## src/rtl/hazard_controller.sv

```systemverilog
// Hazard and stall controller for a 5-stage RV32I pipeline (F/D/E/M/W).
// Produces per-stage stall/flush controls and E-stage forwarding selects,
// sequences multi-cycle data-memory accesses through a wait FSM with a
// timeout watchdog, and keeps saturating stall/flush performance counters.
//
// Ports:
//   clk, rst                 clock (rising edge) and async active-low reset
//   Rs1D/Rs2D, Rs1E/Rs2E     source registers of the instructions in D and E
//   RdE/RdM/RdW              destination registers in E, M and W
//   ResultSrcE0              instruction in E is a load
//   RegWriteM/RegWriteW      M/W stage writes the register file
//   PCSrcE                   redirect resolved in E
//   MemReqM/MemReadyM        data-memory request / completion for M
//   CntClr                   synchronous clear of the perf counters
//   StallF/D/E/M             hold the pipeline register feeding that stage
//   FlushD/E/W               inject a bubble into that stage
//   ForwardAE/BE             00 regfile, 01 W result, 10 M ALU result
//   MemErr                   registered, high while the FSM sits in ERR
//   StallCnt/FlushCnt        saturating performance counters
module hazard_controller #(
  parameter int unsigned MEM_TIMEOUT = 16,
  parameter int unsigned CNT_W       = 16
) (
  input  logic             clk,
  input  logic             rst,
  input  logic [4:0]       Rs1D,
  input  logic [4:0]       Rs2D,
  input  logic [4:0]       Rs1E,
  input  logic [4:0]       Rs2E,
  input  logic [4:0]       RdE,
  input  logic [4:0]       RdM,
  input  logic [4:0]       RdW,
  input  logic             ResultSrcE0,
  input  logic             RegWriteM,
  input  logic             RegWriteW,
  input  logic             PCSrcE,
  input  logic             MemReqM,
  input  logic             MemReadyM,
  input  logic             CntClr,
  output logic             StallF,
  output logic             StallD,
  output logic             StallE,
  output logic             StallM,
  output logic             FlushD,
  output logic             FlushE,
  output logic             FlushW,
  output logic [1:0]       ForwardAE,
  output logic [1:0]       ForwardBE,
  output logic             MemErr,
  output logic [CNT_W-1:0] StallCnt,
  output logic [CNT_W-1:0] FlushCnt
);

  localparam int unsigned WaitW = (MEM_TIMEOUT < 2) ? 1 : $clog2(MEM_TIMEOUT + 1);
  localparam logic [CNT_W-1:0] CntMax = '1;

  typedef enum logic [1:0] {StIdle, StWait, StErr} state_e;

  state_e             state_q, state_d;
  logic [WaitW-1:0]   wait_cnt_q, wait_cnt_d;
  logic               mem_err_q;
  logic [CNT_W-1:0]   stall_cnt_q, stall_cnt_d;
  logic [CNT_W-1:0]   flush_cnt_q, flush_cnt_d;
  logic               lw_stall, mem_stall;

  // M result is younger than W, so it wins when both match.
  function automatic logic [1:0] fwd_sel(input logic [4:0] rs, input logic wr_m,
                                         input logic [4:0] rd_m, input logic wr_w,
                                         input logic [4:0] rd_w);
    if (wr_m && (rd_m != 5'd0) && (rd_m == rs)) return 2'b10;
    if (wr_w && (rd_w != 5'd0) && (rd_w == rs)) return 2'b01;
    return 2'b00;
  endfunction

  always_comb begin
    ForwardAE = fwd_sel(Rs1E, RegWriteM, RdM, RegWriteW, RdW);
    ForwardBE = fwd_sel(Rs2E, RegWriteM, RdM, RegWriteW, RdW);
  end

  always_comb begin
    lw_stall  = ResultSrcE0 && (RdE != 5'd0) && ((RdE == Rs1D) || (RdE == Rs2D));
    mem_stall = ((state_q == StIdle) && MemReqM && !MemReadyM) ||
                ((state_q == StWait) && !MemReadyM) ||
                (state_q == StErr);
  end

  // Pipeline controls: a memory stall freezes everything and holds off any
  // redirect until the access completes; a redirect beats a load-use stall.
  always_comb begin
    StallF = 1'b0;
    StallD = 1'b0;
    StallE = 1'b0;
    StallM = 1'b0;
    FlushD = 1'b0;
    FlushE = 1'b0;
    FlushW = 1'b0;
    if (mem_stall) begin
      StallF = 1'b1;
      StallD = 1'b1;
      StallE = 1'b1;
      StallM = 1'b1;
      FlushW = 1'b1;
    end else if (PCSrcE) begin
      FlushD = 1'b1;
      FlushE = 1'b1;
    end else if (lw_stall) begin
      StallF = 1'b1;
      StallD = 1'b1;
      FlushE = 1'b1;
    end
  end

  always_comb begin
    state_d    = state_q;
    wait_cnt_d = wait_cnt_q;
    unique case (state_q)
      StIdle: begin
        if (MemReqM && !MemReadyM) begin
          state_d    = StWait;
          wait_cnt_d = WaitW'(1);
        end
      end
      StWait: begin
        if (MemReadyM) begin
          state_d    = StIdle;
          wait_cnt_d = '0;
        end else if ((MEM_TIMEOUT != 0) && (32'(wait_cnt_q) + 32'd1 == MEM_TIMEOUT)) begin
          state_d = StErr;
        end else begin
          wait_cnt_d = wait_cnt_q + WaitW'(1);
        end
      end
      StErr:   state_d = StErr;
      default: state_d = StIdle;
    endcase
  end

  always_comb begin
    stall_cnt_d = stall_cnt_q;
    flush_cnt_d = flush_cnt_q;
    if (CntClr) begin
      stall_cnt_d = '0;
      flush_cnt_d = '0;
    end else begin
      if ((mem_stall || lw_stall) && (stall_cnt_q != CntMax)) begin
        stall_cnt_d = stall_cnt_q + CNT_W'(1);
      end
      if (PCSrcE && !mem_stall && (flush_cnt_q != CntMax)) begin
        flush_cnt_d = flush_cnt_q + CNT_W'(1);
      end
    end
  end

  always_ff @(posedge clk or negedge rst) begin
    if (!rst) begin
      state_q     <= StIdle;
      wait_cnt_q  <= '0;
      mem_err_q   <= 1'b0;
      stall_cnt_q <= '0;
      flush_cnt_q <= '0;
    end else begin
      state_q     <= state_d;
      wait_cnt_q  <= wait_cnt_d;
      mem_err_q   <= (state_d == StErr);
      stall_cnt_q <= stall_cnt_d;
      flush_cnt_q <= flush_cnt_d;
    end
  end

  assign MemErr   = mem_err_q;
  assign StallCnt = stall_cnt_q;
  assign FlushCnt = flush_cnt_q;

endmodule

```

## config.mk

```make
export PLATFORM = sky130hd
export DESIGN_NAME = hazard_controller
export DESIGN_NICKNAME = d
export VERILOG_FILES = /design/src/rtl/hazard_controller.sv
export SDC_FILE = /design/constraint.sdc
export NUM_CORES = 1
export LEC_CHECK = 0
export ABC_AREA = 1
export BUFFER_PORTS_ARGS = -buffer_cell sky130_fd_sc_hd__buf_2
export CORE_UTILIZATION = 52
export DETAILED_ROUTE_END_ITERATION = 10
export PLACE_DENSITY_LB_ADDON = 0.08
export SETUP_SLACK_MARGIN = 0.15
export SLEW_MARGIN = 40
export SYNTH_ARGS = -nofsm -noshare
export SYNTH_HDL_FRONTEND = slang
export SYNTH_SLANG_ARGS = --single-unit
export TNS_END_PERCENT = 100
```

## constraint.sdc

```tcl
create_clock -name clk -period 1.85 [get_ports clk]
set_input_delay 0.0925 -clock clk [delete_from_list [all_inputs] [get_ports clk]]
set_output_delay 0.0925 -clock clk [all_outputs]
set_load 0.1 [all_outputs]
```

## Yosys cells after proc, flatten, opt, wreduce, memory -nomap -nowiden

Cells that the tools add are included.
Widths: inputs -> output; s select.

| cells by class | value |
|---|---|
| add/sub/neg operators | 4 |
| equality and inequality tests | 14 |
| multiplexer cells | 34 |
| reductions and logical operators | 29 |

Operators by type and width:

| operator | number |
|---|---|
| $mux 16 | 4 |
| $add 16x1->16 const B | 2 |
| $ne 16x16->1 const B | 2 |
| $eq 5x5->1 | 6 |
| $mux 2 | 11 |
| $logic_and 1x1->1 | 15 |
| $mux 5 | 3 |
| $reduce_bool 5->1 | 3 |
| $mux 1 | 14 |
| $pmux 5 s2 | 1 |
| $add 5x1->6 const B | 1 |
| $eq 6x5->1 const B | 1 |
| $pmux 2 s3 | 1 |
| $reduce_bool 2->1 | 3 |
| $add 5x1->5 const B | 1 |
| $eq 2x2->1 const B | 2 |
| $logic_or 1x1->1 | 4 |
| $ne 3x3->1 const B | 1 |
| $reduce_and 3->1 | 1 |
| $eq 2x1->1 const B | 1 |
| $logic_not 1->1 | 2 |
| $logic_not 2->1 | 1 |
| $ne 2x1->1 const B | 1 |

| word-level totals | value |
|---|---|
| register bits after elaboration | 40 |
| input bits | 44 |
| output and inout port bits | 44 |
| logic and storage cells | 86 |

## Depth between registers and ports, before layout

Gate-level depths: netlist (run 1).

| logic depth | value |
|---|---|
| depth in word-level cells | 10 |
| mapped depth | 12 |
| mapped depth without buffers | 11 |

## Worst setup path before layout (run 1)

Ideal clock, no wire load.

| path | value |
|---|---|
| kind | input to output |
| start point | in RdM[3] |
| end point | out ForwardAE[0] |
| data arrival time | 5110 ps |
| data required time | 1757 ps |
| path slack | -3352 ps |
| cell stages on the path | 3 |
| path buffers | 0 |
| cells stage by stage | xor2_1 -> nor4_1 -> nor3_1 |

| on the way | value |
|---|---|
| cells in the longest elaborated chain, start to end | 5 |
| elaborated cells between the ends (all ways) | 6 |
| those cells by class | 1 x eq/ne; 2 x mux; 3 x reduce/logical |

RTL lines:

| item | line | text |
|---|---|---|
| from (decl) | 31 | `input logic [4:0] RdM,` |
| $reduce_bool 5->1 | 70 | `if (wr_m && (rd_m != 5'd0) && (rd_m == rs)) return 2'b10;` |
| $logic_and 1x1->1 | 70 |  |
| $logic_and 1x1->1 (*) | 70 |  |
| $mux 1 (*) | 70 |  |
| $mux 2 (*) | 71 | `if (wr_w && (rd_w != 5'd0) && (rd_w == rs)) return 2'b01;` |
| to (decl) | 47 | `output logic [1:0] ForwardAE,` |

Every way passes the cells marked *; elsewhere a longest branch is shown, timed or not.

## Worst setup path in the final report (run 1)

| path | value |
|---|---|
| start point | reg state_q[1] |
| end point | out FlushW |

| on the way | value |
|---|---|
| cells in the longest elaborated chain, start to end | 6 |
| elaborated cells between the ends (all ways) | 9 |
| those cells by class | 2 x eq/ne; 1 x mux; 6 x reduce/logical |

RTL lines:

| item | line | text |
|---|---|---|
| from (decl) | 59 | `state_e state_q, state_d;` |
| from (signal assigned) | 156 | `state_q <= StIdle;` |
| from (signal assigned) | 162 | `state_q <= state_d;` |
| $logic_not 2->1 | 82 | `mem_stall = ((state_q == StIdle) && MemReqM && !MemReadyM) \|\|` |
| $logic_and 1x1->1 (2 in series) | 82 |  |
| $logic_or 1x1->1 | 82 |  |
| $logic_or 1x1->1 (*) | 83 | `((state_q == StWait) && !MemReadyM) \|\|` |
| $mux 1 (*) | 97 | `if (mem_stall) begin` |
| to (decl) | 46 | `output logic FlushW,` |

Marked as above.

==> results by stage, run 1 <==
Status:
- The flow ran to the end, and the final reports show no timing, DRC or antenna violations.

Global routing:
- The number of antenna violations at the first check in global routing is 0.
- The largest net degree at the start of global routing is 38.
- The overall overflow remaining after global route is 0.
- Global routing used 27.7% of the available tracks.
- The wire length of the first global-routing pass is 13600 um.
- The via count of the first global-routing pass is 3093.

Clock tree:
- The clock tree from TritonCTS is built.
- The clock input transition at the sequential cells of the worst setup and hold paths is 0.08 ns.
- In this run, CTS created clock tree buffers numbering 5.
- The library cell used as clock root buffer is sky130_fd_sc_hd__clkbuf_8.
- The level count of the clock H-tree is 2.
- The latest clock arrival within the worst-skew pair is 0.30 ns.
- Clock tree synthesis found a total of 40 sinks.
- The maximum clock path buffer count is 2.

Critical path:
- The minimum setup slack among reg-to-reg paths is 0.19 ns.
- The capture instance of the worst register-to-register path is StallCnt[13].
- The type of origin of the critical path is a flop.
- Measured in cells, the most critical reg-to-reg path has a length of 9.
- Walking the worst path, the cells encountered are inv_2 > nand4_1 > nand3_4 > buf_2.
- Of all nets on the critical path, the largest fanout is 6.
- STA puts the critical path data arrival time at 1.58 ns.
- The number of buffers and inverters on the critical path is 2.
- The critical path in this run is classified as flop to primary output.
- The cell with the largest stage delay on the worst path is sky130_fd_sc_hd__buf_2.
- The worst setup path is captured at a primary output.
- The delay of the slowest critical-path stage is 0.44 ns.
- The startpoint of the worst register-to-register path is StallCnt[1].
- At the worst endpoint, the required time is 1.76 ns.
- The cell family contributing the most delay on the critical path is buffers and inverters.

Final layout:
- Once layout is complete, the cells apart from fillers number 613.
- The proportion of layout cells with a drive suffix above 1 is 34.9%.
- Leaving out fill and tap cells, the most frequent cell in the layout is sky130_fd_sc_hd__nand2_1.
- In the final design database the tool counted 587 nets.
- In the layout the commonest cells are 106 x sky130_fd_sc_hd__nand2_1, 81 x sky130_fd_sc_hd__buf_2, 52 x sky130_fd_sc_hd__inv_1, 40 x sky130_fd_sc_hd__nor2_1, 34 x sky130_fd_sc_hd__nand4_1.
- The total non-filler cell area in the finished layout is 4170 um^2.
- The number of antenna diodes in the final layout is 0.
- For this run, the share of the core covered by cells in the final layout is 75.7%.
- The area added between synthesis and finish is 39.7%.
- The multi-input combinational cells in the finished layout cover a total of 1970 um^2.
- The sequential standard cell area is 1050 um^2.
- The count of filler cells inserted in the layout is 417.

Route:
- The total length of routed met2 wires is 4280 um.
- The total routed wirelength is 8320 um.
- The final routed DRC violation total is 0.
- The DRC violation total after the first TritonRoute iteration is 184.
- The wire length on met1 is 3500 um.
- The total met3 wirelength after detailed routing is 479 um.
- The first TritonRoute pass finished after 5 iterations.
- The detailed router used layers up to and including met4.
- The average wire length per cell after detail routing is 13.6 um.
- Using the TritonRoute via totals, the vias-per-cell ratio works out to 5.42.
- Once detail routing completed, the nets flagged for antenna violations numbered 0.
- The count of vias placed by the detailed router is 3325.

Timing:
- The final critical-path required period is 1.68 ns.
- The worst pin sits at a relative slew slack of 52.6%.
- The setup clock skew after layout is 0.00809 ns.
- For the pin with the worst max-slew slack, the measured transition is 0.712 ns.
- Final hold analysis gives a worst-case slack of 0.0401 ns.
- The total count of max-transition violations in the final report is 0.
- The final count of negative-setup-slack endpoints is 0.
- The final worst-path setup slack is 0.175 ns.
- Derived from the worst setup path, the maximum achievable clock frequency is 597 MHz.
- The final count of hold timing violations is 0.
- Dividing the final minimum period by the clock period gives 90.6%.
- Setup repair after global routing could not meet its margin everywhere.
- The setup total negative slack is 0 ns.

Floorplan:
- The number of top-level pins is 88.
- The die span in y is 77.8 um.
- The row count is 27.
- For this configuration, the core starts out at a cell density of 54.2%.
- The full die area is 6050 um^2.
- The die width is 77.8 um.
- The area of the core region is 5510 um^2.

Placed design:
- Once placement finished, the instance area stood at 3790 um^2.
- The post-detailed-placement half-perimeter wirelength is 5950 um.
- OpenSTA, run right after detailed placement, puts the worst setup slack at 0.0551 ns.
- The number of port buffers is 87.
- The weighted congestion reported at the end of routability-driven placement is 0.929.
- After detailed placement, the design holds a cell count of 586.

Pwr:
- The relative contribution of sequential cells to total power is 46.0%.
- Combinational logic is responsible for 16.1% of the overall power.
- The peak ir drop on the vdd network is 0.309 mV.
- Net switching is 28.0% of the power.
- For this design the static power due to leakage is 2.08 nW.
- Summed over all nets, the switching power comes to 542 uW.
- The internal portion of the total power is 1.40 mW.
- The total power is 1.94 mW.
- The power density relative to cell area is 465 nW/um^2.
- Per report_power, the clock group accounts for 37.9% of the total.

Logic synthesis:
- Yosys mapped the design onto 27 distinct sky130hd cell types.
- Yosys printed 0 warnings.
- After synthesis, the mean cell area works out to 6.92 um^2.
- The share of the yosys chip area belonging to registers is 33.5%.
- The synthesized net count is 478.
- The synthesis-stage register bit count is 40.
- In this run the cell area of the synthesized design comes to 2980 um^2.
- The synthesized netlist cell count is 431.

Min path:
- The worst hold path endpoint is FlushCnt[0].
- The hold-critical path depth is 2.
- The startpoint identified for the worst hold timing path is CntClr.
- The tightest min-delay check is of the input pin to flop type.

Flow run:
- The number of maximum-capacitance constraint violations is 0.
==> layout make-up <==
cell class / count / area share, %
clock buffers: 5 / 1.65
clock inverters: 3 / 1.02
inverters: 54 / 4.98
multi-input cells: 326 / 47.3
flip-flops and latches: 40 / 25.1
well taps: 72 / 2.16
repair buffers: 113 / 17.7
==> metal layers <==
layer  track usage, %  vias up
li1                 -     1630
met1             34.4     1564
met2             48.3      125
met3             4.47        6
met4             9.81        0
met5                0        -
==> how the worst max path moves through the flow <==
stage,depth (start not counted),to,from,slack [ns]
2_1_floorplan,9,FlushCnt[3],state_q[1],-0.31
3_3_place_gp,8,FlushCnt[9],FlushCnt[0],0.12
3_5_place_dp,7,FlushCnt[14],FlushCnt[0],0.06
4_1_cts,6,StallF,state_q[1],0.1
5_1_grt,9,StallCnt[4],StallCnt[1],0.11
6_report,4,FlushW,state_q[1],0.17
==> cells by family (layout without fill, tap and decap cells) <==
group           after synthesis  count (layout)  synth area share (%)
compound gates               20              20                  3.61
xor+xnor                     41              41                  12.0
fa+ha+maj                     3               3                  1.26
buf+inv                      66             175                  9.01
flops                        40              40                  33.5
simple gates                261             262                  40.5
==> power groups by stage <==
| stage | clock (mW) | combinational, mW | sequential, mW |
|---|---|---|---|
| after floorplan | 0 | 0.134 | 0.951 |
| after global placement | 0 | 0.289 | 0.912 |
| after detailed placement | 0 | 0.297 | 0.913 |
| after CTS | 0.742 | 0.300 | 0.894 |
| after global routing | 0.784 | 0.341 | 0.892 |
| final | 0.734 | 0.311 | 0.892 |
==> synthesized netlist by cell type <==
cell,instances,area (um^2)
sky130_fd_sc_hd__buf_6,1,11.3
sky130_fd_sc_hd__a21oi_1,2,10.0
sky130_fd_sc_hd__inv_1,53,199
sky130_fd_sc_hd__buf_2,2,10.0
sky130_fd_sc_hd__nor3_1,13,65.1
sky130_fd_sc_hd__nand4_1,34,213
sky130_fd_sc_hd__nor2_1,45,169
sky130_fd_sc_hd__ha_1,3,37.5
sky130_fd_sc_hd__dfrtp_1,40,1000
sky130_fd_sc_hd__nand3_4,1,17.5
sky130_fd_sc_hd__nor2_4,1,11.3
sky130_fd_sc_hd__clkbuf_1,5,18.8
sky130_fd_sc_hd__xnor2_1,16,140
sky130_fd_sc_hd__nand3_1,47,235
sky130_fd_sc_hd__nand2_4,1,11.3
sky130_fd_sc_hd__nor4_1,2,12.5
sky130_fd_sc_hd__o21ai_0,15,75.1
sky130_fd_sc_hd__nor3_4,2,32.5
sky130_fd_sc_hd__buf_1,1,3.75
sky130_fd_sc_hd__nor3b_1,1,7.51
sky130_fd_sc_hd__xor2_1,25,219
sky130_fd_sc_hd__or2_2,1,6.26
sky130_fd_sc_hd__nand2_1,111,417
sky130_fd_sc_hd__o31ai_1,3,22.5
sky130_fd_sc_hd__clkinv_1,1,3.75
sky130_fd_sc_hd__buf_4,3,22.5
sky130_fd_sc_hd__nand2_2,2,12.5
==> flip-flops by register name, indices dropped and copies added, names as in the netlist <==
register,cells
MemErr,1
FlushCnt,16
state_q,2
StallCnt,16
wait_cnt_q,5
==> repair_timing <==
action | 4_1_cts | 5_1_grt
resized for setup | 11 | 19
setup buffers | 3 | 13
setup endpoints to repair | 34 | 43
hold buffers | 1 | 0
endpoints found under the hold margin | 29 | 0
gates cloned | 0 | 2
pin swaps | 2 | 11
Note: power is estimated with default switching activity, not from simulation.
==> run 2, diff against run 1 <==
--- a/config.mk
+++ b/config.mk
@@ -5,9 +5,9 @@
 export SDC_FILE = /design/constraint.sdc
 export NUM_CORES = 1
 export LEC_CHECK = 0
-export ABC_AREA = 1
+export ABC_AREA = 0
 export BUFFER_PORTS_ARGS = -buffer_cell sky130_fd_sc_hd__buf_2
-export CORE_UTILIZATION = 52
+export CORE_UTILIZATION = 51
 export DETAILED_ROUTE_END_ITERATION = 10
 export PLACE_DENSITY_LB_ADDON = 0.08
 export SETUP_SLACK_MARGIN = 0.15
==> run 2 against run 1 <==
Compared with the run above: the run now ends with setup timing left; global-route usage rose by 3.1 points; final cell count fell by 15%; non-clock buffer count grew 43; worst hold slack gained 0.12 ns; via count is 3.2% lower; core utilization rose by 17 points; sequential share of layout area shrank 1.3 points; first-iteration DRC count increased by 77%; critical path depth rose by 2; register-to-register slack worse by 0.39 ns; die area decreased by 8.6%; design area increased by 8.2%; highest routed layer unchanged.
==> results by stage, run 2 <==
Final layout:
- The library cells used most frequently in the layout, excluding fill and tap cells, are 77 x sky130_fd_sc_hd__buf_2, 49 x sky130_fd_sc_hd__buf_4, 30 x sky130_fd_sc_hd__nor2_1, 25 x sky130_fd_sc_hd__xor2_1, 20 x sky130_fd_sc_hd__nand3_1.
- The sequential standard cell area is 1070 um^2 (+2.6%).
- The count of filler cells inserted in the layout is 196 (-53%).
- The footprint of the multi-input gates is 1960 um^2 (-0.82%).
- The final net count was 498 (-15%).
- The area added between synthesis and finish is 69.0%.
- Leaving out fill and tap cells, the most frequent cell in the layout is sky130_fd_sc_hd__buf_2.
- The proportion of layout cells with a drive suffix above 1 came to 57.3% (+22 points).
- The number of diodes added for antenna fixing is 0 (unchanged).

Logic synthesis:
- The total of warnings raised by yosys was 0 (unchanged).
- The share of flip-flops with an asynchronous set or reset after synthesis is 100% (unchanged).
- The share of the synthesized area in the top cell type is 37.5% (+3.9 points).
- The share of the yosys chip area belonging to registers came to 37.5% (+3.9 points).
- Sorting the synthesized cells by area gives the leading types as sky130_fd_sc_hd__dfrtp_1 37%, sky130_fd_sc_hd__xor2_1 8.2%, sky130_fd_sc_hd__xnor2_1 5.9%, sky130_fd_sc_hd__nor2_1 4.6%, sky130_fd_sc_hd__nand3_1 4.1%.
- The summed instance area of the synthesized netlist is 2670 um^2 (-11%).
- By instance count, the leading cell after synthesis is sky130_fd_sc_hd__dfrtp_1.
- Ranked by instance count, the synthesized netlist is headed by 40 x sky130_fd_sc_hd__dfrtp_1, 33 x sky130_fd_sc_hd__nor2_1, 25 x sky130_fd_sc_hd__xor2_1, 22 x sky130_fd_sc_hd__nand3_1, 18 x sky130_fd_sc_hd__xnor2_1.
- The dominant register cell in the synthesized netlist is sky130_fd_sc_hd__dfrtp_1.
- The count of distinct cell types in the synthesized netlist was 45 (+67%).
- The synthesized netlist cell count came to 302 (-30%).
- The count of flip-flops with a built-in enable after synthesis came to 0 (unchanged).
- The synthesized net count is 349 (-27%).
- Of all cell types, the one taking the most synthesized area is sky130_fd_sc_hd__dfrtp_1.
- The per-instance average area after synthesis is 8.84 um^2 (+28%).
- The synthesis-stage register bit count was 40 (unchanged).

Critical path:
- The critical path capture point is FlushCnt[13].
- The maximum fanout encountered on the critical timing path was 7 (+1).
- The capture instance of the worst register-to-register path is FlushCnt[13].
- The startpoint-to-endpoint class of the critical path is flop to flop.
- The minimum setup slack among reg-to-reg paths is -0.20 ns (-0.39 ns).
- The worst register-to-register path begins at FlushCnt[4].
- STA classifies the critical path startpoint as a flop.
- The endpoint required time on the critical path is 2.06 ns (+0.30 ns).
- The worst path arrival time is 2.26 ns (+0.68 ns).
- The worst reg2reg path depth is 6 (-3).
- STA classifies the critical path endpoint as a flop.
- The first element of the critical path is FlushCnt[4].

Min path:
- The worst hold path startpoint is MemReadyM.
- The worst hold path belongs to the class input pin to flop.

Route:
- The total routed wirelength is 10800 um (+29%).
- The count of vias placed by the detailed router is 3219 (-3.2%).
- The post-detailed-route count of antenna-violating nets is 0 (unchanged).
- The detailed-router iteration count before antenna repair is 5 (unchanged).
- The DRC violation total after the first TritonRoute iteration is 325 (+77%).
- The routed via count divided by cell count came to 6.20 (+14%).
- The average wire length per cell after detail routing is 20.7 um (+53%).
- The final routed DRC violation total is 0 (unchanged).

Timing:
- The final worst-path setup slack came to -0.201 ns (-0.375 ns).
- The setup total negative slack is -3.29 ns (-3.29 ns).
- The final critical-path share of the clock period is 111% (+20 points).
- Setup repair after global routing could not meet its margin everywhere.
- The setup clock skew after layout is 0.0124 ns (+0.00426 ns).
- The upper clock frequency limit is 488 MHz (-18%).
- The total count of max-transition violations in the final report is 0 (unchanged).
- The final count of hold timing violations was 0 (unchanged).
- The final critical-path required period was 2.05 ns (+0.375 ns).
- The slew at the pin closest to its max-slew limit is 0.606 ns (-0.106 ns).
- The final count of negative-setup-slack endpoints is 27 (+27).
- The minimum hold slack was 0.160 ns (+0.120 ns).
- The headroom to the max-slew limit is 59.6% (+7.0 points).

Clock tree:
- The cell sitting at the root of the clock tree is a sky130_fd_sc_hd__clkbuf_8.
- The clock input transition at the sequential cells of the worst setup and hold paths came to 0.09 ns (about the same).
- The latest clock arrival within the worst-skew pair is 0.30 ns (about the same).
- The number of buffers created by CTS is 5 (unchanged).
- The level count of the clock H-tree is 2 (unchanged).
- The clock sink count is 40 (unchanged).
- TritonCTS built the clock tree.
- The maximum clock path buffer count is 2 (unchanged).

Pwr:
- The switching share of power is 33.7% (+5.7 points).
- The internal cell power was 1.59 mW (+14%).
- The net load switching power is 806 uW (+49%).
- The leakage power summed over all cells came to 1.94 nW (-6.8%).
- The clock share of power came to 30.3% (-7.6 points).
- The power density relative to cell area is 530 nW/um^2 (+14%).
- The combinational power share was 31.2% (+15 points).
- The relative contribution of sequential cells to total power is 38.4% (-7.6 points).
- The peak ir drop on the vdd network is 0.546 mV (+77%).

Placed design:
- The weighted congestion reported at the end of routability-driven placement is 0.843 (-9.2%).
- The number of port buffers is 87 (unchanged).
- The post-detailed-placement half-perimeter wirelength is 5380 um (-9.5%).

Floorplan:
- The full die area is 5530 um^2 (-8.6%).
- The area of the core region is 4880 um^2 (-11%).
- The number of top-level pins is 88 (unchanged).
- The die span in y came to 74.4 um (-4.4%).
- The row count came to 25 (-7.4%).
- The initial core utilization is 54.7% (+0.53 points).
- The die width came to 74.4 um (-4.4%).

Global routing:
- The global routing usage summed across all routing layers is 30.8% (+3.1 points).
- The via count of the first global-routing pass came to 2744 (-11%).
- The number of antenna violations at the first check in global routing is 0 (unchanged).
- The largest net degree at the start of global routing is 41 (+7.9%).
- The wire length of the first global-routing pass came to 12700 um (-6.7%).
- The overall overflow remaining after global route came to 0 (unchanged).

Status:
- The final reports fail on setup timing.
- The flow ran to the end, but the final reports show violations.

Flow run:
- The number of maximum-capacitance constraint violations came to 0 (unchanged).
==> run 2: cell families after synthesis <==
group | count (synthesis) | synth area share [%]
xor gates and xnor gates | 43 | 14.1
and+or+nand+nor | 132 | 27.2
buffers and inverters | 28 | 5.20
muxes | 9 | 3.70
DFF | 40 | 37.5
AOI/OAI and AO/OA | 47 | 10.9
adders and majority gates | 3 | 1.41
==> run 2: final cells by class <==
type / count / share of cell area (%)
inverter: 12 / 1.08
timing repair buffer: 156 / 27.4
multi-input combinational: 236 / 43.4
clock inverter: 3 / 0.943
clock buffer: 5 / 1.52
tap: 67 / 1.86
sequential: 40 / 23.8
==> run 2: timing repair <==
item | CTS | global route
setup buffers | 10 | 6
gates resized for setup | 39 | 32
pin swaps | 15 | 22
setup endpoints to repair | 28 | 38
gates cloned | 4 | 1
hold endpoints to repair | 40 | 0
hold buffers | 1 | 0
==> run 2: stage by stage <==
stage	std cells	total power [mW]	util (%)	worst slack [ns]	area, um^2
finish	519	2.39	92.5	-0.201	4510
CTS	512	2.30	88.3	-0.167	4310
global route	519	2.45	92.5	-0.259	4510
detailed placement	489	1.51	79.3	-0.272	3870
floorplan	302	1.30	-	-0.379	3000
global placement	489	1.50	79.3	-0.206	3870
==> run 2: critical path, stage by stage, from the launching register on <==
cell and delay, ns:
sky130_fd_sc_hd__dfrtp_4 0.48, sky130_fd_sc_hd__and4_4 0.20, sky130_fd_sc_hd__nand4_1 0.12, sky130_fd_sc_hd__o21ai_4 0.08, sky130_fd_sc_hd__or4_4 0.55, sky130_fd_sc_hd__or3_1 0.35, sky130_fd_sc_hd__a21oi_1 0.18
==> run 2: worst min path at each step <==
stage | to | slack (ns) | cells after the start
6_report | state_q[0] | 0.16 | 4
5_1_grt | state_q[0] | 0.17 | 4
4_1_cts | state_q[0] | 0.13 | 4
3_5_place_dp | FlushCnt[4] | 0.18 | 2
3_3_place_gp | FlushCnt[4] | 0.18 | 2
2_1_floorplan | FlushCnt[11] | -0.20 | 0
==> run 2: power by group through the flow <==
stage / clock [mW] / sequential [mW] / combinational (mW)
final: 0.726 / 0.920 / 0.747
after global routing: 0.755 / 0.920 / 0.776
after CTS: 0.727 / 0.915 / 0.661
after detailed placement: 0 / 0.933 / 0.578
after global placement: 0 / 0.931 / 0.564
after floorplan: 0 / 0.994 / 0.308
==> run 2: layer usage <==
metal  part of all wire (%)  up-vias  global-route usage (%)
li1                       -     1381                       -
met1                     37     1549                    36.9
met2                     51      237                    53.8
met3                    8.4       52                    6.50
met4                    3.9        0                    13.2
met5                      0        -                       0
